**config.mk**
```make
export PLATFORM = sky130hd
export DESIGN_NAME = debug_sba_flat
export DESIGN_NICKNAME = d
export VERILOG_FILES = /design/src/rtl/debug_sba_pkg.sv /design/src/rtl/debug_sba_if.sv /design/src/rtl/debug_sba_lane.sv /design/src/rtl/debug_sba.sv /design/src/flat_wrapper.sv
export SDC_FILE = /design/constraint.sdc
export NUM_CORES = 1
export LEC_CHECK = 0
export ABC_AREA = 1
export CORE_ASPECT_RATIO = 0.7
export CORE_MARGIN = 3
export CORE_UTILIZATION = 40
export DETAILED_ROUTE_END_ITERATION = 16
export PLACE_DENSITY_LB_ADDON = 0.1
export SLEW_MARGIN = 20
export SYNTH_ARGS = -nofsm -noshare
export SYNTH_HDL_FRONTEND = slang
export SYNTH_SLANG_ARGS = --single-unit
```
**constraint.sdc**
```tcl
create_clock -name CLK -period 2.3 [get_ports CLK]
set_input_delay 0.46 -clock CLK [delete_from_list [all_inputs] [get_ports CLK]]
set_output_delay 0.46 -clock CLK [all_outputs]
set_load 0.01 [all_outputs]
```
**src/rtl/debug_sba_pkg.sv**
```systemverilog
// debug_sba_pkg: shared constants for the System Bus Access engine.
//   - DMI register addresses (sbcs, sbaddress0, sbdata0)
//   - FSM state enum, sberror / sbaccess codes, sbcs field positions
//   - misaligned(): alignment check of an address against an access size
package debug_sba_pkg;

  localparam logic [6:0] AddrSbcs       = 7'h38;
  localparam logic [6:0] AddrSbaddress0 = 7'h39;
  localparam logic [6:0] AddrSbdata0    = 7'h3C;

  typedef enum logic [1:0] {StIdle, StReq, StWait, StDone} sba_state_e;

  localparam logic [2:0] SbErrNone  = 3'd0;
  localparam logic [2:0] SbErrAlign = 3'd3;
  localparam logic [2:0] SbErrSize  = 3'd4;

  localparam logic [2:0] SbAccess8  = 3'd0;
  localparam logic [2:0] SbAccess16 = 3'd1;
  localparam logic [2:0] SbAccess32 = 3'd2;

  localparam int unsigned SbcsBusyErrBit    = 22;
  localparam int unsigned SbcsBusyBit       = 21;
  localparam int unsigned SbcsReadOnAddrBit = 20;
  localparam int unsigned SbcsAccessLsb     = 17;
  localparam int unsigned SbcsAutoIncBit    = 16;
  localparam int unsigned SbcsReadOnDataBit = 15;
  localparam int unsigned SbcsErrorLsb      = 12;

  function automatic logic misaligned(logic [2:0] access, logic [1:0] addr_lo);
    case (access)
      SbAccess16: misaligned = addr_lo[0];
      SbAccess32: misaligned = |addr_lo;
      default:    misaligned = 1'b0;
    endcase
  endfunction

endpackage

```
**src/rtl/debug_sba_if.sv**
```systemverilog
// debug_sba_if: DMI access port plus SYS_* request bus of the SBA engine.
//   slave  : view of the SBA engine (takes DMI accesses, drives SYS_* requests)
//   master : view of the environment (DMI host and the debug-to-CPU crossing)
interface debug_sba_if;
  logic        DMI_EN;
  logic        DMI_WR;
  logic [6:0]  DMI_AD;
  logic [31:0] DMI_DI;
  logic [31:0] DMI_DO;
  logic        SYS_EN;
  logic        SYS_WR;
  logic [3:0]  SYS_ST;
  logic [31:0] SYS_AD;
  logic [31:0] SYS_DI;
  logic [31:0] SYS_DO;

  modport slave (
    input  DMI_EN, DMI_WR, DMI_AD, DMI_DI, SYS_DO,
    output DMI_DO, SYS_EN, SYS_WR, SYS_ST, SYS_AD, SYS_DI
  );

  modport master (
    output DMI_EN, DMI_WR, DMI_AD, DMI_DI, SYS_DO,
    input  DMI_DO, SYS_EN, SYS_WR, SYS_ST, SYS_AD, SYS_DI
  );
endinterface

```
**src/rtl/debug_sba_lane.sv**
```systemverilog
// debug_sba_lane: combinational byte-lane steering.
//   size_i    : sbaccess code (0 byte, 1 half, 2 word)
//   addr_lo_i : byte offset within the 32-bit word
//   wdata_i   : write data (low-aligned)       -> wdata_o : lane-replicated write data
//   rdata_i   : raw read word from the crossing -> rdata_o : shifted, zero-extended data
//   strb_o    : byte strobes
module debug_sba_lane
  import debug_sba_pkg::*;
(
  input  logic [2:0]  size_i,
  input  logic [1:0]  addr_lo_i,
  input  logic [31:0] wdata_i,
  input  logic [31:0] rdata_i,
  output logic [3:0]  strb_o,
  output logic [31:0] wdata_o,
  output logic [31:0] rdata_o
);

  logic [31:0] rshift;

  always_comb begin
    rshift  = rdata_i >> {addr_lo_i, 3'b000};
    strb_o  = 4'hF;
    wdata_o = wdata_i;
    rdata_o = rshift;
    case (size_i)
      SbAccess8: begin
        strb_o  = 4'b0001 << addr_lo_i;
        wdata_o = {4{wdata_i[7:0]}};
        rdata_o = {24'b0, rshift[7:0]};
      end
      SbAccess16: begin
        strb_o  = 4'b0011 << addr_lo_i;
        wdata_o = {2{wdata_i[15:0]}};
        rdata_o = {16'b0, rshift[15:0]};
      end
      default: ;
    endcase
  end

endmodule

```
**src/rtl/debug_sba.sv**
```systemverilog
// debug_sba: RISC-V System Bus Access engine (debug-module clock domain).
// Decodes DMI accesses to sbcs / sbaddress0 / sbdata0 and issues timed
// requests on SYS_*: SYS_EN high for HOLD_CYCLES, low until WAIT_CYCLES after
// its rise, where SYS_DO is sampled (the crossing returns no completion).
//   CLK, RST_N : clock, synchronous active-low reset
//   sba_io     : debug_sba_if.slave (DMI_* access port, SYS_* request bus)
// Optional feature: define DEBUG_SBA_AUTOINC_EN to make sbautoincrement writable.
module debug_sba
  import debug_sba_pkg::*;
#(
  parameter int unsigned HOLD_CYCLES = 8,
  parameter int unsigned WAIT_CYCLES = 32
) (
  input  logic        CLK,
  input  logic        RST_N,
  debug_sba_if.slave  sba_io
);

`ifdef DEBUG_SBA_AUTOINC_EN
  localparam logic AutoIncEn = 1'b1;
`else
  localparam logic AutoIncEn = 1'b0;
`endif

  localparam int unsigned CntW = $clog2(WAIT_CYCLES);

  sba_state_e  state_q, state_d;
  logic [CntW-1:0] cnt_q, cnt_d;
  logic        busyerr_q, busyerr_d;
  logic        readonaddr_q, readonaddr_d;
  logic [2:0]  sbaccess_q, sbaccess_d;
  logic        autoinc_q, autoinc_d;
  logic        readondata_q, readondata_d;
  logic [2:0]  sberror_q, sberror_d;
  logic [31:0] sbaddr_q, sbaddr_d;
  logic [31:0] sbdata_q, sbdata_d;
  logic [31:0] dmi_do_q, dmi_do_d;
  logic        sys_en_q, sys_en_d;
  logic        sys_wr_q, sys_wr_d;
  logic [3:0]  sys_st_q, sys_st_d;
  logic [31:0] sys_ad_q, sys_ad_d;
  logic [31:0] sys_di_q, sys_di_d;
  logic [2:0]  size_q, size_d;

  logic        busy, trig, trig_wr;
  logic [31:0] trig_addr, trig_wdata, sbcs_rdata;
  logic [2:0]  lane_size;
  logic [1:0]  lane_addr;
  logic [3:0]  lane_strb;
  logic [31:0] lane_wdata, lane_rdata;

  assign busy = (state_q != StIdle);

  assign sbcs_rdata = {3'd1, 6'd0, busyerr_q, busy, readonaddr_q, sbaccess_q, autoinc_q,
                       readondata_q, sberror_q, 7'd32, 5'b00111};

  // Idle: steer the trigger's values; in flight: steer the latched access for read-back.
  assign lane_size = busy ? size_q : sbaccess_q;
  assign lane_addr = busy ? sys_ad_q[1:0] : trig_addr[1:0];

  debug_sba_lane u_lane (
    .size_i    (lane_size),
    .addr_lo_i (lane_addr),
    .wdata_i   (trig_wdata),
    .rdata_i   (sba_io.SYS_DO),
    .strb_o    (lane_strb),
    .wdata_o   (lane_wdata),
    .rdata_o   (lane_rdata)
  );

  always_comb begin
    state_d      = state_q;
    cnt_d        = cnt_q;
    busyerr_d    = busyerr_q;
    readonaddr_d = readonaddr_q;
    sbaccess_d   = sbaccess_q;
    autoinc_d    = autoinc_q;
    readondata_d = readondata_q;
    sberror_d    = sberror_q;
    sbaddr_d     = sbaddr_q;
    sbdata_d     = sbdata_q;
    dmi_do_d     = dmi_do_q;
    sys_en_d     = sys_en_q;
    sys_wr_d     = sys_wr_q;
    sys_st_d     = sys_st_q;
    sys_ad_d     = sys_ad_q;
    sys_di_d     = sys_di_q;
    size_d       = size_q;
    trig         = 1'b0;
    trig_wr      = 1'b0;
    trig_addr    = sbaddr_q;
    trig_wdata   = sbdata_q;

    // DMI decode
    if (sba_io.DMI_EN) begin
      if (!sba_io.DMI_WR) begin
        case (sba_io.DMI_AD)
          AddrSbcs:       dmi_do_d = sbcs_rdata;
          AddrSbaddress0: dmi_do_d = sbaddr_q;
          AddrSbdata0:    dmi_do_d = sbdata_q;
          default:        dmi_do_d = 32'd0;
        endcase
      end
      case (sba_io.DMI_AD)
        AddrSbcs: begin
          if (sba_io.DMI_WR) begin
            busyerr_d    = busyerr_q & ~sba_io.DMI_DI[SbcsBusyErrBit];
            readonaddr_d = sba_io.DMI_DI[SbcsReadOnAddrBit];
            sbaccess_d   = sba_io.DMI_DI[SbcsAccessLsb +: 3];
            autoinc_d    = AutoIncEn & sba_io.DMI_DI[SbcsAutoIncBit];
            readondata_d = sba_io.DMI_DI[SbcsReadOnDataBit];
            sberror_d    = sberror_q & ~sba_io.DMI_DI[SbcsErrorLsb +: 3];
          end
        end
        AddrSbaddress0: begin
          if (busy) begin
            busyerr_d = 1'b1;
          end else if (sba_io.DMI_WR) begin
            sbaddr_d  = sba_io.DMI_DI;
            trig_addr = sba_io.DMI_DI;
            trig      = readonaddr_q;
          end
        end
        AddrSbdata0: begin
          if (busy) begin
            busyerr_d = 1'b1;
          end else if (sba_io.DMI_WR) begin
            sbdata_d   = sba_io.DMI_DI;
            trig_wdata = sba_io.DMI_DI;
            trig       = 1'b1;
            trig_wr    = 1'b1;
          end else begin
            // Current value goes out on DMI_DO this edge; the refill starts now.
            trig = readondata_q;
          end
        end
        default: ;
      endcase
    end

    // Access FSM
    case (state_q)
      StIdle: begin
        if (trig && !busyerr_q && (sberror_q == SbErrNone)) begin
          if (sbaccess_q > SbAccess32) begin
            sberror_d = SbErrSize;
          end else if (misaligned(sbaccess_q, trig_addr[1:0])) begin
            sberror_d = SbErrAlign;
          end else begin
            state_d  = StReq;
            cnt_d    = '0;
            sys_en_d = 1'b1;
            sys_wr_d = trig_wr;
            sys_ad_d = trig_addr;
            sys_st_d = lane_strb;
            sys_di_d = lane_wdata;
            size_d   = sbaccess_q;
          end
        end
      end
      StReq: begin
        if (cnt_q == CntW'(HOLD_CYCLES - 1)) begin
          state_d  = StWait;
          cnt_d    = '0;
          sys_en_d = 1'b0;
        end else begin
          cnt_d = cnt_q + CntW'(1);
        end
      end
      StWait: begin
        // WAIT plus the DONE cycle make up the SYS_EN-low phase, so SYS_DO is
        // sampled exactly WAIT_CYCLES after the SYS_EN rise.
        if (cnt_q == CntW'(WAIT_CYCLES - HOLD_CYCLES - 2)) begin
          state_d = StDone;
        end else begin
          cnt_d = cnt_q + CntW'(1);
        end
      end
      StDone: begin
        if (!sys_wr_q) begin
          sbdata_d = lane_rdata;
        end
        if (autoinc_q) begin
          sbaddr_d = sbaddr_q + (32'd1 << size_q);
        end
        state_d = StIdle;
      end
      default: state_d = StIdle;
    endcase
  end

  always_ff @(posedge CLK) begin
    if (!RST_N) begin
      state_q      <= StIdle;
      cnt_q        <= '0;
      busyerr_q    <= 1'b0;
      readonaddr_q <= 1'b0;
      sbaccess_q   <= SbAccess32;
      autoinc_q    <= 1'b0;
      readondata_q <= 1'b0;
      sberror_q    <= SbErrNone;
      sbaddr_q     <= '0;
      sbdata_q     <= '0;
      dmi_do_q     <= '0;
      sys_en_q     <= 1'b0;
      sys_wr_q     <= 1'b0;
      sys_st_q     <= '0;
      sys_ad_q     <= '0;
      sys_di_q     <= '0;
      size_q       <= '0;
    end else begin
      state_q      <= state_d;
      cnt_q        <= cnt_d;
      busyerr_q    <= busyerr_d;
      readonaddr_q <= readonaddr_d;
      sbaccess_q   <= sbaccess_d;
      autoinc_q    <= autoinc_d;
      readondata_q <= readondata_d;
      sberror_q    <= sberror_d;
      sbaddr_q     <= sbaddr_d;
      sbdata_q     <= sbdata_d;
      dmi_do_q     <= dmi_do_d;
      sys_en_q     <= sys_en_d;
      sys_wr_q     <= sys_wr_d;
      sys_st_q     <= sys_st_d;
      sys_ad_q     <= sys_ad_d;
      sys_di_q     <= sys_di_d;
      size_q       <= size_d;
    end
  end

  assign sba_io.DMI_DO = dmi_do_q;
  assign sba_io.SYS_EN = sys_en_q;
  assign sba_io.SYS_WR = sys_wr_q;
  assign sba_io.SYS_ST = sys_st_q;
  assign sba_io.SYS_AD = sys_ad_q;
  assign sba_io.SYS_DI = sys_di_q;

endmodule

```
**src/flat_wrapper.sv**
```systemverilog
// flat-port wrapper written by rule: the top's interface ports become plain ports
module debug_sba_flat import debug_sba_pkg::*;
#(
  parameter int unsigned HOLD_CYCLES = 8,
  parameter int unsigned WAIT_CYCLES = 32
)
  (CLK, RST_N, sba_io_DMI_EN, sba_io_DMI_WR, sba_io_DMI_AD, sba_io_DMI_DI, sba_io_SYS_DO, sba_io_DMI_DO, sba_io_SYS_EN, sba_io_SYS_WR, sba_io_SYS_ST, sba_io_SYS_AD, sba_io_SYS_DI);
  debug_sba_if sba_io_i ();
  input  logic CLK;
  input  logic RST_N;
  input wire logic [$bits(sba_io_i.DMI_EN)-1:0] sba_io_DMI_EN;
  input wire logic [$bits(sba_io_i.DMI_WR)-1:0] sba_io_DMI_WR;
  input wire logic [$bits(sba_io_i.DMI_AD)-1:0] sba_io_DMI_AD;
  input wire logic [$bits(sba_io_i.DMI_DI)-1:0] sba_io_DMI_DI;
  input wire logic [$bits(sba_io_i.SYS_DO)-1:0] sba_io_SYS_DO;
  output wire logic [$bits(sba_io_i.DMI_DO)-1:0] sba_io_DMI_DO;
  output wire logic [$bits(sba_io_i.SYS_EN)-1:0] sba_io_SYS_EN;
  output wire logic [$bits(sba_io_i.SYS_WR)-1:0] sba_io_SYS_WR;
  output wire logic [$bits(sba_io_i.SYS_ST)-1:0] sba_io_SYS_ST;
  output wire logic [$bits(sba_io_i.SYS_AD)-1:0] sba_io_SYS_AD;
  output wire logic [$bits(sba_io_i.SYS_DI)-1:0] sba_io_SYS_DI;
  assign sba_io_i.DMI_EN = sba_io_DMI_EN;
  assign sba_io_i.DMI_WR = sba_io_DMI_WR;
  assign sba_io_i.DMI_AD = sba_io_DMI_AD;
  assign sba_io_i.DMI_DI = sba_io_DMI_DI;
  assign sba_io_i.SYS_DO = sba_io_SYS_DO;
  assign sba_io_DMI_DO = sba_io_i.DMI_DO;
  assign sba_io_SYS_EN = sba_io_i.SYS_EN;
  assign sba_io_SYS_WR = sba_io_i.SYS_WR;
  assign sba_io_SYS_ST = sba_io_i.SYS_ST;
  assign sba_io_SYS_AD = sba_io_i.SYS_AD;
  assign sba_io_SYS_DI = sba_io_i.SYS_DI;
  debug_sba #(.HOLD_CYCLES(HOLD_CYCLES), .WAIT_CYCLES(WAIT_CYCLES)) u_core (.CLK(CLK), .RST_N(RST_N), .sba_io(sba_io_i));
endmodule
```
==> flow_metrics.env, run 1 <==
export IMPL_status="complete, no violations"
export IMPL_cp_max_fo=8
export IMPL_total_power_mw=7.034
export IMPL_grt_usage_pct=25.32
export IMPL_die_area_mm2=0.02585
export IMPL_core_mm2=0.02308
export IMPL_io_buffers=176
export IMPL_max_freq_mhz=449.9
export IMPL_setup_slack_ns=0.07710
export IMPL_vdd_drop_max_uv=535.5
export IMPL_synthesis_nets=1604
export IMPL_finalClockSkew_ns=0.009130
export IMPL_worst_slew_pin_slew_ns=0.7258
export IMPL_crit_path_top_delay_cell="dfxtp_2"
export IMPL_required_ns=2.64
export IMPL_hold_violations=0
export IMPL_clock_path_buffers=2
export IMPL_initial_core_util_pct=41.48
export IMPL_die_y_um=135.4
export IMPL_synth_cell_type_count=34
export IMPL_cts_tree="built"
export IMPL_grt_max_degree=78
export IMPL_num_vias=10221
export IMPL_pin_count=177
export IMPL_cts_root_buf="clkbuf_16"
export IMPL_synth_area_leader_cell="dfxtp_1"
export IMPL_grt_pass1_wl_um=51150
export IMPL_syn_cell_area_mm2=0.009573
export IMPL_endpoint_kind="flop"
export IMPL_synth_most_common_cell="nand2_1"
export IMPL_antenna_cells=0
export IMPL_dr_pass1_iters=6
export IMPL_yosys_top_cells_count="nand2_1, inv_1, dfxtp_1"
export IMPL_ys_ff_latch=185
export IMPL_dp_slack_ns=-0.3220
export IMPL_post_dp_cell_area_mm2=0.01243
export IMPL_fp_dieW_um=190.9
export IMPL_viasPerCell=4.869
export IMPL_cts_hold_buffers=0
export IMPL_min_path_type="primary input to flop"
export IMPL_clk_latency_ns=0.44
export IMPL_drt_first_iter_violations=943
export IMPL_clk_pin_slew_ns=0.07
export IMPL_syn_mean_instance_area_um2=6.290
export IMPL_use_met3_pct=5.922
export IMPL_wl_um=33210
export IMPL_cts_sinks=185
export IMPL_synth_edf_count=0
export IMPL_remaining_drc_errors=0
export IMPL_grt_util_met1_pct=36.71
export IMPL_path_class="flop to flop"
export IMPL_yosysTopAreaCellShare_pct=38.69
export IMPL_yosys_top_cells_area="dfxtp_1, nand2_1, inv_1"
export IMPL_ys_seq_area_share_pct=38.69
export IMPL_grt_pass1_vias=9505
export IMPL_cts_max_level=4
export IMPL_place_gp_congestion=0.9309
export IMPL_nNetsFinal=1856
export IMPL_drive_gt1_share_pct=12.03
export IMPL_crit_top_cell="nand2_1"
export IMPL_antenna_found_initial=0
export IMPL_synth_ff_type="dfxtp_1"
export IMPL_fin_crit_sh_pct=96.65
export IMPL_p_leak_nw=6.359
export IMPL_wl_per_cell_um=15.82
export IMPL_area_delta_synth_final_pct=37.45
export IMPL_worstPathCellList="inv_2 > ha_4 > inv_2 > buf_4 > nor2_4 > nand4_1 > nand2_1 > nand2_1 > nand2_2 > buf_12 > buf_6 > buf_4 > nand2_1 > nand3_1 > nand3_1 > nand2_1 > inv_1"
export IMPL_slew_violations=0
export IMPL_holdWs_ns=0.3351
export IMPL_worstPathArrival_ns=2.56
export IMPL_busiest_layer="met2"
export IMPL_met2_usage_pct=38.13
export IMPL_synth_async_reset_ratio_pct=0
export IMPL_relSlewSlack_pct=51.61
export IMPL_dpl_hpwl_um=24910
export IMPL_syn_inst=1522
export IMPL_grt_overflow=0
export IMPL_min_period_ns=2.223
export IMPL_cp_start_kind="flop"
export IMPL_setup_viol=0
export IMPL_cp_slowest_stage_delay_ns=0.32
export IMPL_fp_row_count=46
export IMPL_power_density_mw_per_mm2=534.6
export IMPL_synth_warnings=0
export IMPL_rsz0062_at_grt="true"
export IMPL_stdcell_area_mm2=0.01316
export IMPL_ant_nets=0
export IMPL_maxCapViolCount=0
export IMPL_cts_made_buffers=17
-- report_power, final --
group | switching [mW] | internal [mW]
clock | 1.37 | 1.61
sequential | 0.0154 | 3.22
combinational | 0.457 | 0.364
-- path summary, 6_finish.rpt --
kind / start / to / slack, ns / cells past startpoint
worst max register to register: u_core.state_q[1]$_SDFFE_PN0P_ / u_core.sbdata_q[1]$_SDFF_PN0_ / 0.08 / 17
worst max-delay path: u_core.state_q[1]$_SDFFE_PN0P_ / u_core.sbdata_q[1]$_SDFF_PN0_ / 0.08 / 17
worst min register to register: u_core.sba_io.DMI_DO[26]$_SDFFE_PN0P_ / u_core.sba_io.DMI_DO[26]$_SDFFE_PN0P_ / 0.46 / 2
worst min-delay path: RST_N / u_core.sba_io.SYS_AD[3]$_SDFFE_PN0P_ / 0.34 / 3
-- flip-flops by register name (all words and copies together) (netlist names) --
register	count
u_core.sba_io.DMI_DO	32
u_core.sba_io.SYS_AD	32
u_core.sba_io.SYS_DI	32
u_core.sbaddr_q	32
u_core.sbdata_q	32
u_core.cnt_q	5
u_core.sba_io.SYS_ST	4
u_core.sbaccess_q	3
u_core.sberror_q	3
u_core.size_q	3
u_core.state_q	2
u_core.busyerr_q	1
u_core.readonaddr_q	1
u_core.readondata_q	1
u_core.sba_io.SYS_EN	1
u_core.sba_io.SYS_WR	1
-- cells by family after synthesis --
group / count (synthesis) / synth area share, %
xor gates and xnor gates: 2 / 0.1830
and+or+nand+nor: 696 / 29.83
AOI/OAI and AO/OA: 273 / 15.37
DFF: 185 / 38.69
buffers and inverters: 359 / 15.02
adders and majority gates: 7 / 0.9149
-- cell type report --
cell class	instances	area (µm²)
tap	312	390.4
timing repair buffer	312	2930
clock buffer	18	429.2
clock inverter	14	147.6
fill	2307	9922
sequential	185	3706
inverter	280	1054
multi-input combinational	978	4501
-- placed cells by master, fill, tap and decap left out, drive strengths merged, types with 10 or more instances in the layout --
master,netlist,layout
clkbuf,40,18
o211ai,10,10
nand2,431,431
buf,39,137
nand3,92,92
o21ai,147,147
clkdlybuf4s50,0,175
a21oi,85,85
dfxtp,185,185
nor2,157,157
o22ai,22,22
inv,279,282
-- critical path: cells and delay by family, from the launching register on --
kind | cells | cell delay, ns
adder cells (fa/ha/maj) | 1 | 0.16
buffers and inverters | 7 | 0.65
flip-flops | 1 | 0.32
AND/OR/NAND/NOR | 9 | 1.00
-- layer usage --
metal,wire length [µm],up-vias
met3,2600,32
met5,0,-
li1,-,5200
met1,16070,4628
met4,439,0
met2,14100,361
-- timing repair --
action | 4_1_cts | 5_1_grt
pin swaps | 3 | 9
setup buffers | 1 | 10
setup endpoints to repair | 98 | 108
resized for setup | 19 | 21
gates cloned | 1 | 0
-- metrics by stage --
| stage | util (%) | TNS, ns | instances |
|---|---|---|---|
| final | 57.01 | 0 | 2099 |
| after global routing | 57.01 | -0.02390 | 2099 |
| after CTS | 56.73 | 0 | 2091 |
| after detailed placement | 53.88 | -24.35 | 2057 |
| after global placement | 53.88 | -20.23 | 2057 |
| after floorplan | - | 0 | 1522 |
Note: power is estimated with default switching activity, not from simulation.
==> run 2: changes to the inputs <==
CTS_BUF_LIST = sky130_fd_sc_hd__clkbuf_8   (was default)
==> run 2 against run 1 <==
  * Design area decreased by 1.4%
  * Combinational power about the same
  * Clock-buffer cell count decreased by 1
  * Sequential cell count unchanged
  * Non-clock buffer count increased by 1
  * Critical endpoint unchanged
  * Largest cell class unchanged
  * Highest routed layer unchanged
==> flow_metrics.env, run 2 (synthesis results as in run 1) <==
export IMPL_stdcell_area_mm2=0.01297
export IMPL_cts_max_level=4
export IMPL_io_buffers=176
export IMPL_fin_cells=2100
export IMPL_cts_made_buffers=17
export IMPL_area_delta_synth_final_pct=35.51
export IMPL_placed_cells=2057
export IMPL_p_leak_nw=6.282
export IMPL_max_freq_mhz=449.7
export IMPL_remaining_drc_errors=0
export IMPL_utilization_pct=56.21
export IMPL_grt_max_degree=78
export IMPL_ant_nets=0
export IMPL_post_dp_cell_area_mm2=0.01243
export IMPL_seq_power_share_pct=51.3
export IMPL_slew_violations=0
export IMPL_cp_slowest_stage_delay_ns=0.33
export IMPL_final_common_cell="nand2_1"
export IMPL_pin_count=177
export IMPL_fin_crit_sh_pct=96.69
export IMPL_cts_root_buf="clkbuf_8"
export IMPL_tns_ns=0
export IMPL_min_path_type="primary input to flop"
export IMPL_hold_depth=3
export IMPL_path_class="flop to flop"
export IMPL_relSlewSlack_pct=51.47
export IMPL_holdWs_ns=0.2930
export IMPL_maxCapViolCount=0
export IMPL_dpl_hpwl_um=24910
export IMPL_rr_worst_depth=17
export IMPL_crit_start="u_core.state_q[1]$_SDFFE_PN0P_"
export IMPL_grt_overflow=0
export IMPL_routed_top_layer="met4"
export IMPL_power_share_clock_pct=35.7
export IMPL_worstPathCellList="inv_2 > ha_4 > inv_2 > buf_4 > nor2_4 > nand4_1 > nand2_1 > nand2_1 > nand2_2 > buf_12 > buf_6 > buf_4 > nand2_1 > nand3_1 > nand3_1 > nand2_1 > inv_1"
export IMPL_worst_slew_pin_slew_ns=0.7280
export IMPL_drt_first_iter_violations=924
export IMPL_place_gp_congestion=0.9309
export IMPL_rsz0062_at_grt="true"
export IMPL_wl_um=33150
export IMPL_initial_core_util_pct=41.48
export IMPL_dr_pass1_iters=5
export IMPL_combPwrFrac_pct=13.0
export IMPL_antenna_found_initial=0
export IMPL_num_vias=10284
export IMPL_worstPathArrival_ns=2.61
export IMPL_wl_met2_um=14010
export IMPL_clk_pin_slew_ns=0.10
export IMPL_required_ns=2.69
export IMPL_cp_max_fo=8
export IMPL_endpoint_kind="flop"
export IMPL_final_cell_mix="nand2_1, inv_1, dfxtp_1"
export IMPL_grt_pass1_wl_um=51010
export IMPL_wl_per_cell_um=15.79
export IMPL_drive_gt1_share_pct=11.97
export IMPL_setup_viol=0
export IMPL_cts_tree="built"
export IMPL_nNetsFinal=1857
export IMPL_grt_pass1_vias=9453
export IMPL_fp_dieW_um=190.9
export IMPL_cts_sinks=185
export IMPL_die_area_mm2=0.02585
export IMPL_crit_top_cell="nand2_1"
export IMPL_crit_path_top_delay_cell="dfxtp_2"
export IMPL_clk_latency_ns=0.48
export IMPL_hold_violations=0
export IMPL_clock_path_buffers=2
export IMPL_m1WireLength_um=16000
export IMPL_power_switching_mw=1.751
export IMPL_sw_frac_of_total_pct=27.76
export IMPL_grt_usage_pct=25.22
export IMPL_hold_start="RST_N"
export IMPL_finalClockSkew_ns=0.01858
export IMPL_power_density_mw_per_mm2=486.1
export IMPL_cp_start_kind="flop"
export IMPL_fp_row_count=46
export IMPL_r2r_start="u_core.state_q[1]$_SDFFE_PN0P_"
export IMPL_cts_hold_buffers=0
export IMPL_viasPerCell=4.897
export IMPL_wl_met3_um=2714
export IMPL_min_period_ns=2.224
export IMPL_die_y_um=135.4
export IMPL_core_mm2=0.02308
export IMPL_power_internal_mw=4.556
export IMPL_antenna_cells=0
export IMPL_status="complete, no violations"
export IMPL_vdd_drop_max_uv=483.7
[run 2: cell types whose count changed in the layout (fill, tap and decap cells not counted), sizes merged]
cell,previous run,this run
buf,137,138
clkbuf,18,17
inv,282,283
[run 2: metal layers]
layer | vias to the layer above | track usage, %
li1 | 5192 | -
met1 | 4697 | 36.59
met2 | 364 | 38.05
met3 | 31 | 6.336
met4 | 0 | 5.092
met5 | - | 0
[run 2: power groups by stage]
stage               registers (mW)  logic (mW)  clock network (mW)
floorplan                     3.31       0.355                   0
global placement              3.31       0.768                   0
detailed placement            3.31       0.770                   0
CTS                           3.24       0.805                2.30
global route                  3.24       0.889                2.43
finish                        3.24       0.820                2.25
[run 2: worst paths after layout]
check,slack [ns],to
setup / recovery,0.08,u_core.sbdata_q[1]$_SDFF_PN0_
hold / removal,0.29,u_core.sba_io.SYS_AD[3]$_SDFFE_PN0P_
setup reg to reg,0.08,u_core.sbdata_q[1]$_SDFF_PN0_
hold reg to reg,0.47,u_core.sba_io.DMI_DO[26]$_SDFFE_PN0P_
[run 2: worst max-delay path: cells and delay by family (launching register included)]
| family | cells | cell delay [ns] |
|---|---|---|
| buffers and inverters | 7 | 0.66 |
| and+or+nand+nor | 9 | 1.00 |
| DFF | 1 | 0.33 |
| adders and majority gates | 1 | 0.16 |
[run 2: per-stage QoR]
step / total power [mW] / worst slack (ns)
after floorplan: 3.665 / 0.2770
after global placement: 4.079 / -0.2941
after detailed placement: 4.079 / -0.3220
after CTS: 6.336 / 0.01563
after global routing: 6.562 / -0.01379
final: 6.306 / 0.07608
[run 2: what timing repair did]
item / in CTS / in global routing
setup buffers: 1 / 11
pin swaps: 2 / 8
gates resized for setup: 22 / 15
gates cloned: 1 / 0
setup endpoints to repair: 97 / 108
[run 2: area by class of cell]
class / count / area, µm²
Fill cell: 2324 / 10110
Sequential cell: 185 / 3706
Tap cell: 312 / 390.4
Inverter: 280 / 1054
Timing Repair Buffer: 313 / 2942
Clock inverter: 15 / 151.4
Clock buffer: 17 / 234.0
Multi-Input combinational cell: 978 / 4496
==> run 3: changes to the inputs <==
CTS_CLUSTER_DIAMETER = 150   (was default)
MAX_ROUTING_LAYER = met4   (was default)
SKIP_CTS_REPAIR_TIMING = 1   (was default)
==> run 3 against run 2 <==
  * Critical path type unchanged
  * Sequential share of layout area grew 0.23 points
  * Final cell count shrank 0.62%
  * Global-route usage grew 1.0 points
  * Total power grew 0.39%
  * Largest power group unchanged
  * Via count shrank 1.6%
  * Clock-buffer cell count grew 2
  * First-iteration DRC count shrank 9.8%
  * Sequential power is essentially flat
==> flow_metrics.env, run 3 (synthesis results as in run 1) <==
export IMPL_nNetsFinal=1843
export IMPL_hold_violations=0
export IMPL_setup_viol=0
export IMPL_holdWs_ns=0.2679
export IMPL_dr_pass1_iters=5
export IMPL_grt_overflow=0
export IMPL_relSlewSlack_pct=51.96
export IMPL_ant_nets=0
export IMPL_initial_core_util_pct=41.48
export IMPL_critPathTopFamily="simple AND/OR/NAND/NOR gates"
export IMPL_cts_made_buffers=17
export IMPL_final_cell_mix="nand2_1, inv_1, dfxtp_1"
export IMPL_fp_dieW_um=190.9
export IMPL_min_path_type="primary input to flop"
export IMPL_cts_sinks=185
export IMPL_clock_path_buffers=2
export IMPL_remaining_drc_errors=0
export IMPL_place_gp_congestion=0.9495
export IMPL_cp_slowest_stage_delay_ns=0.57
export IMPL_power_density_mw_per_mm2=492.4
export IMPL_core_mm2=0.02308
export IMPL_pin_count=177
export IMPL_dpl_hpwl_um=25010
export IMPL_area_delta_synth_final_pct=34.32
export IMPL_fp_row_count=46
export IMPL_drive_gt1_share_pct=10.94
export IMPL_use_met3_pct=4.758
export IMPL_final_common_cell="nand2_1"
export IMPL_utilization_pct=55.71
export IMPL_r2r_setup_slack_ns=0.02
export IMPL_slew_violations=0
export IMPL_rsz0062_at_grt="false"
export IMPL_cts_root_buf="clkbuf_8"
export IMPL_grt_pass1_wl_um=51290
export IMPL_viasPerCell=4.848
export IMPL_grt_max_degree=82
export IMPL_endpoint_kind="flop"
export IMPL_antenna_found_initial=0
export IMPL_clk_latency_ns=0.49
export IMPL_crit_path_top_delay_cell="o21ai_0"
export IMPL_required_ns=2.73
export IMPL_path_class="flop to flop"
export IMPL_wl_um=33080
export IMPL_drt_first_iter_violations=833
export IMPL_grt_usage_pct=26.23
export IMPL_vdd_drop_max_uv=360.8
export IMPL_worstPathArrival_ns=2.71
export IMPL_cp_num_buf_inv=5
export IMPL_busiest_layer="met2"
export IMPL_met2_usage_pct=37.93
export IMPL_grt_pass1_vias=9320
export IMPL_cts_max_level=4
export IMPL_clk_pin_slew_ns=0.11
export IMPL_maxCapViolCount=0
export IMPL_die_y_um=135.4
export IMPL_p_leak_nw=6.228
export IMPL_status="complete, no violations"
export IMPL_max_freq_mhz=438.1
export IMPL_cp_start_kind="flop"
export IMPL_worstPathCellList="inv_1 > ha_4 > inv_2 > nor2_4 > buf_4 > nand2_2 > inv_2 > buf_12 > o21ai_0 > nand2_1 > nand3_1 > nor2_1 > nor2_1"
export IMPL_grt_util_met1_pct=37.80
export IMPL_crit_cells=13
export IMPL_cts_tree="built"
export IMPL_cp_endpoint="u_core.sba_io.SYS_DI[28]$_SDFFE_PN0P_"
export IMPL_worst_slew_pin_slew_ns=0.7130
export IMPL_fin_crit_sh_pct=99.25
export IMPL_crit_start="u_core.state_q[1]$_SDFFE_PN0P_"
export IMPL_rr_worst_depth=13
export IMPL_num_vias=10117
export IMPL_r2r_end="u_core.sba_io.SYS_DI[28]$_SDFFE_PN0P_"
export IMPL_r2r_start="u_core.state_q[1]$_SDFFE_PN0P_"
export IMPL_finalClockSkew_ns=0.01443
export IMPL_io_buffers=176
export IMPL_cp_max_fo=20
export IMPL_wl_per_cell_um=15.85
export IMPL_die_area_mm2=0.02585
export IMPL_min_period_ns=2.283
export IMPL_hold_depth=3
[run 3: final cells by class]
class / instances / area, µm²
Sequential cell: 185 / 3704
Tap cell: 312 / 390.4
Antenna cell: 1 / 2.502
Inverter: 280 / 1051
Fill cell: 2332 / 10220
Multi-Input combinational cell: 978 / 4474
Clock inverter: 13 / 141.4
Clock buffer: 19 / 261.5
Timing Repair Buffer: 299 / 2834
[run 3: worst min path at each step]
stage,start,endpoint,slack (ns)
after global routing,RST_N,u_core.sba_io.DMI_DO[11]$_SDFFE_PN0P_,0.26
after floorplan,u_core.size_q[2]$_SDFFE_PN0P_,u_core.size_q[2]$_SDFFE_PN0P_,0.43
after CTS,RST_N,u_core.sba_io.DMI_DO[11]$_SDFFE_PN0P_,0.25
after global placement,u_core.size_q[0]$_SDFFE_PN0P_,u_core.size_q[0]$_SDFFE_PN0P_,0.45
after detailed placement,u_core.sba_io.DMI_DO[23]$_SDFFE_PN0P_,u_core.sba_io.DMI_DO[23]$_SDFFE_PN0P_,0.46
final,RST_N,u_core.sba_io.DMI_DO[11]$_SDFFE_PN0P_,0.27
[run 3: worst min-delay path: cells and delay by family]
| kind | cells | cell delay (ns) |
|---|---|---|
| compound gates | 1 | 0.04 |
| buf+inv | 2 | 0.23 |
[run 3: stage by stage]
stage	power, mW	TNS, ns	cells	area [µm²]	setup slack [ns]
4_1_cts	6.359	-0.03735	2086	12810	-0.03735
5_1_grt	6.581	0	2086	12860	0.02271
3_3_place_gp	4.064	-19.98	2054	12410	-0.3558
6_report	6.331	0	2087	12860	0.01721
3_5_place_dp	4.063	-24.45	2054	12410	-0.3709
2_1_floorplan	3.665	0	1522	9573	0.2770
[run 3: where the power goes]
part	switching, mW	internal, mW
Combinational	0.445	0.330
Sequential	0.0156	3.22
Clock	1.29	1.03
[run 3: routing by layer]
layer	share of wire, %	vias up
met5	0	-
met4	1.6	0
met3	7.3	39
met2	42	361
met1	49	4550
li1	-	5167
==> RTL change 1, RTL diff (config.mk and constraints of run 3) <==
`WAIT_CYCLES` is set to 32 in 2 places; all go to 64.
--- a/src/rtl/debug_sba.sv
+++ b/src/rtl/debug_sba.sv
@@ -9,7 +9,7 @@
   import debug_sba_pkg::*;
 #(
   parameter int unsigned HOLD_CYCLES = 8,
-  parameter int unsigned WAIT_CYCLES = 32
+  parameter int unsigned WAIT_CYCLES = 64
 ) (
   input  logic        CLK,
   input  logic        RST_N,
--- a/src/flat_wrapper.sv
+++ b/src/flat_wrapper.sv
@@ -2,7 +2,7 @@
 module debug_sba_flat import debug_sba_pkg::*;
 #(
   parameter int unsigned HOLD_CYCLES = 8,
-  parameter int unsigned WAIT_CYCLES = 32
+  parameter int unsigned WAIT_CYCLES = 64
 )
   (CLK, RST_N, sba_io_DMI_EN, sba_io_DMI_WR, sba_io_DMI_AD, sba_io_DMI_DI, sba_io_SYS_DO, sba_io_DMI_DO, sba_io_SYS_EN, sba_io_SYS_WR, sba_io_SYS_ST, sba_io_SYS_AD, sba_io_SYS_DI);
   debug_sba_if sba_io_i ();
Function: same outputs for any inputs over 4 cycles, from zero or initial values and one cycle with RST_N low; that may be too few to reach the edited logic, so the function may still have changed.
==> RTL change 1 against run 3 <==
Setup slack gained 0.11 ns; worst hold slack improved by 0.13 ns; via count rose by 2.3%; cell area grew 2.4%; clock skew down 0.0015 ns; critical path depth decreased by 1; first-iteration DRC count is 9.6% higher; total power grew 4.1%; fmax is 5.0% higher; wire length is 1.9% higher; sequential cell count increased by 1; synthesized area increased by 0.47%; critical endpoint is now u_core.sba_io.SYS_DI[31]; largest cell class unchanged; largest power group unchanged.
==> RTL change 1: results <==
export IMPL_status="finished clean"
export IMPL_synth_area_top_cells="dfxtp_1 (39%), nand2_1 (16%), inv_1 (11%), o21ai_0 (7.2%), nor2_1 (6.1%)"
export IMPL_drtIter0Drc=913
export IMPL_seq_area_frac_synth_pct=38.71
export IMPL_grt_total_usage_pct=26.41
export IMPL_place_area_um2=12660
export IMPL_leakage_nw=6.398
export IMPL_synth_edff_count=0
export IMPL_cts_max_path_buffers=2
export IMPL_vias=10350
export IMPL_fin_worst_skew_ns=0.01289
export IMPL_numCtsBuffers=17
export IMPL_ir_worst_vdd_mv=0.3868
export IMPL_synth_adder_area_share_pct=0.9106
export IMPL_grt_pass1_vias=9399
export IMPL_worst_pin_slew_ns=0.6627
export IMPL_muxShareOfSynthArea_pct=0
export IMPL_detailed_place_hpwl_um=25600
export IMPL_synthFlopType="dfxtp_1"
export IMPL_gp_congestion=0.9267
export IMPL_cp_arrival_ns=2.55
export IMPL_drive_gt1_share_pct=11.90
export IMPL_nets=1876
export IMPL_antennaDiodeCount=0
export IMPL_port_buffer_count=176
export IMPL_ys_warn_count=0
export IMPL_synth_compound_area_share_pct=15.48
export IMPL_wl_um=33700
export IMPL_synth_nets=1616
export IMPL_grt_max_degree=61
export IMPL_dr_pass1_iters=5
export IMPL_root_buffer="clkbuf_8"
export IMPL_p_sw_w=0.001758
export IMPL_cts_clk_slew_worst_paths_ns=0.10
export IMPL_clk_latency_ns=0.48
export IMPL_grt_pass1_wl_um=51540
export IMPL_ys_types=34
export IMPL_critPathMaxFanout=11
export IMPL_synth_common_cells="nand2_1 (416), inv_1 (275), dfxtp_1 (186)"
export IMPL_synthXorXnorAreaFrac_pct=0.09106
-- RTL change 1: path summary, 6_finish.rpt --
check,startpoint,to,slack (ns),depth (start not counted)
worst min register to register,u_core.busyerr_q,u_core.busyerr_q,0.47,2
worst max-delay path,u_core.state_q[0],u_core.sba_io.SYS_DI[31],0.13,12
worst max register to register,u_core.state_q[0],u_core.sba_io.SYS_DI[31],0.13,12
worst min-delay path,RST_N,u_core.sba_io.SYS_AD[13],0.39,3
-- RTL change 1: final cells by class --
cell class,instances,area (µm²)
clock inverter,13,190.2
multi-input combinational,982,4474
clock buffer,19,261.5
tap,312,390.4
inverter,283,1062
fill,2318,9966
sequential,186,3725
timing repair buffer,324,3068
-- RTL change 1: worst max-delay path, stage by stage, from the launching register on --
cell and delay [ns]:
dfxtp_2 0.35, inv_2 0.10, ha_4 0.16, inv_2 0.05
buf_4 0.16, o21ai_0 0.33, buf_4 0.19, nor3b_1 0.04
buf_4 0.22, o211ai_1 0.11, nand3_1 0.11, nor2_1 0.19
nor2_1 0.07
-- RTL change 1: through the flow --
| step | worst slack [ns] | std cells |
|---|---|---|
| after floorplan | 0.3492 | 1534 |
| after global placement | -0.3340 | 2084 |
| after detailed placement | -0.3271 | 2084 |
| after CTS | -0.01132 | 2116 |
| after global routing | -0.0009523 | 2119 |
| final | 0.1255 | 2119 |
-- RTL change 1: per-layer routing --
| layer | part of all wire [%] | global-route usage [%] |
|---|---|---|
| met5 | 0 | - |
| met4 | 1.3 | 5.010 |
| met3 | 8.0 | 5.637 |
| met2 | 42 | 37.79 |
| met1 | 49 | 38.42 |
-- RTL change 1: power by group through the flow --
stage / clock network, W / registers, W / logic [W]
after global routing: 0.00271 / 0.00324 / 0.000881
after detailed placement: 0 / 0.00331 / 0.000780
after CTS: 0.00258 / 0.00324 / 0.000784
final: 0.00254 / 0.00324 / 0.000818
after floorplan: 0 / 0.00331 / 0.000333
after global placement: 0 / 0.00331 / 0.000780
-- RTL change 1: kinds of logic (layout without fill, tap and decap cells) --
| family | count (synthesis) | after routing |
|---|---|---|
| XOR/XNOR | 1 | 1 |
| flip-flops | 186 | 186 |
| buffers and inverters | 366 | 639 |
| AO/OA/AOI/OAI | 280 | 280 |
| adder cells (fa/ha/maj) | 7 | 7 |
| AND/OR/NAND/NOR | 694 | 694 |
==> RTL change 2, RTL diff (flow settings as in run 3) <==
Made on the original files. `sbaddr_q` and `sbdata_q` no longer have a reset.
--- a/src/rtl/debug_sba.sv
+++ b/src/rtl/debug_sba.sv
@@ -199,8 +199,6 @@
       autoinc_q    <= 1'b0;
       readondata_q <= 1'b0;
       sberror_q    <= SbErrNone;
-      sbaddr_q     <= '0;
-      sbdata_q     <= '0;
       dmi_do_q     <= '0;
       sys_en_q     <= 1'b0;
       sys_wr_q     <= 1'b0;
@@ -217,8 +215,6 @@
       autoinc_q    <= autoinc_d;
       readondata_q <= readondata_d;
       sberror_q    <= sberror_d;
-      sbaddr_q     <= sbaddr_d;
-      sbdata_q     <= sbdata_d;
       dmi_do_q     <= dmi_do_d;
       sys_en_q     <= sys_en_d;
       sys_wr_q     <= sys_wr_d;
@@ -229,6 +225,11 @@
     end
   end
 
+  always_ff @(posedge CLK) begin
+    sbaddr_q <= sbaddr_d;
+    sbdata_q <= sbdata_d;
+  end
+
   assign sba_io.DMI_DO = dmi_do_q;
   assign sba_io.SYS_EN = sys_en_q;
   assign sba_io.SYS_WR = sys_wr_q;
Function: changed (Yosys sat finds a counterexample within 4 cycles, from zero or initial values and one cycle with RST_N low).
==> RTL change 2 against run 3 <==
Setup slack improved by 0.13 ns; total power up 6.4%; wire length shrank 4.5%; cell area fell by 7.2%; critical path depth unchanged; synthesized area decreased by 9.1%; sequential cell count did not move; critical path type is now in -> reg.
==> RTL change 2: results <==
export IMPL_met2_usage_pct=36.84
export IMPL_cts_clk_slew_worst_paths_ns=0.10
export IMPL_status="finished clean"
export IMPL_detailed_place_hpwl_um=24000
export IMPL_port_buffer_count=176
export IMPL_grt_total_usage_pct=26.72
export IMPL_drive_gt1_share_pct=11.18
export IMPL_place_area_um2=11420
export IMPL_async_reset_ff_share_pct=0
export IMPL_synthFlopType="dfxtp_1"
export IMPL_leakage_nw=5.255
export IMPL_critPathMaxFanout=19
export IMPL_cp_top_family="buffers and inverters"
export IMPL_fillers=2071
export IMPL_postLayoutCoreUtil_pct=56.74
export IMPL_dr_pass1_iters=7
export IMPL_grtUsageMet1_pct=39.78
export IMPL_root_buffer="clkbuf_8"
export IMPL_synth_common_cells="nand2_1 (333), dfxtp_1 (185), nor2_1 (168)"
export IMPL_worst_pin_slew_ns=0.5010
export IMPL_drtIter0Drc=974
export IMPL_seq_area_frac_synth_pct=42.55
export IMPL_ys_warn_count=0
export IMPL_ir_worst_vdd_mv=0.3541
export IMPL_numCtsBuffers=17
export IMPL_cp_slowest_stage_delay_ns=0.45
export IMPL_wire_per_inst_um=17.40
export IMPL_r2r_start="u_core.state_q[0]"
export IMPL_clk_latency_ns=0.49
export IMPL_min_path_type="in -> reg"
export IMPL_slowest_stage="clkdlybuf4s50_1"
export IMPL_min_from="RST_N"
export IMPL_critical_path_startpoint="sba_io_DMI_AD[5]"
export IMPL_viasPerCell=5.125
export IMPL_synth_nets=1376
export IMPL_synth_top_area_share_pct=42.55
export IMPL_cts_max_path_buffers=2
export IMPL_nets=1607
export IMPL_grt_pass1_vias=8345
export IMPL_fin_worst_skew_ns=0.02075
export IMPL_ys_types=36
export IMPL_grt_pass1_wl_um=47330
export IMPL_gp_congestion=0.9603
export IMPL_r2r_slack_ns=0.18
export IMPL_synth_area_top_cells="dfxtp_1 (43%), nand2_1 (14%), o21ai_0 (9.4%), nor2_1 (7.2%), inv_1 (5.6%)"
export IMPL_grt_max_degree=49
export IMPL_use_met3_pct=5.499
export IMPL_cts_htree_levels=4
export IMPL_grt_antenna_before_repair=1
RTL change 2: changes by cell type after synthesis, sizes merged, moves of 9 or more:
cell / run 3 / this run
a21oi: 85 / 67
buf: 39 / 30
inv: 279 / 136
nand2: 431 / 339
nor2: 157 / 172
o21ai: 147 / 167
o22ai: 22 / 7
RTL change 2: path summary, 6_finish.rpt:
| kind | depth (start not counted) | to |
|---|---|---|
| setup / recovery | 13 | u_core.sba_io.SYS_AD[0] |
| hold / removal | 3 | u_core.cnt_q[4] |
| setup reg to reg | 11 | u_core.sbdata_q[19] |
| hold reg to reg | 2 | u_core.size_q[1] |
RTL change 2: per-stage QoR:
stage	hold slack, ns	power [W]	setup TNS [ns]	worst slack (ns)	instances
finish	0.4408	0.006736	0	0.1458	1815
CTS	0.4122	0.006721	0	0.06284	1813
floorplan	0.4221	0.003864	0	0.3210	1294
global placement	0.4426	0.004373	-24.88	-0.3207	1781
global route	0.4402	0.006994	0	0.0008193	1815
detailed placement	0.4457	0.004370	-27.92	-0.3644	1781
RTL change 2: cells by family after synthesis:
kind of cell	count (synthesis)	share of synthesized area, %
compound gates	278	17.25
xor+xnor	1	0.1007
fa+ha+maj	7	1.006
buf+inv	209	9.905
flops	185	42.55
simple gates	614	29.18
RTL change 2: layout make-up:
type	count	area share, %
repair buffers	283	22.96
inverters	138	4.362
clock buffers	18	2.076
well taps	276	2.894
clock inverters	14	1.667
diodes	1	0.02097
flip-flops and latches	185	31.04
multi-input cells	900	34.98
RTL change 2: where the power goes:
group	internal (W)	switching (W)	leakage, nW	total, W
Clock	0.000974	0.00142	0.222	0.00239
Sequential	0.00329	0.0000352	1.50	0.00332
Combinational	0.000427	0.000594	3.53	0.00102
RTL change 2: per-layer routing:
layer	share of wire [%]	vias up	routed length, µm
met5	0	-	0
met4	1.6	0	515
met3	9.0	31	2839
met2	40	405	12780
met1	49	4264	15450
li1	-	4602	-
RTL change 2: worst reg2reg max path: stages (launching register included):
cell and delay, ns:
dfxtp_1 0.35, inv_2 0.07, ha_4 0.17, buf_4 0.16
o21ai_0 0.17, buf_4 0.15, nor2_1 0.07, inv_2 0.20
nand2_2 0.11, nor2_4 0.23, nand3_1 0.16, o21ai_0 0.17
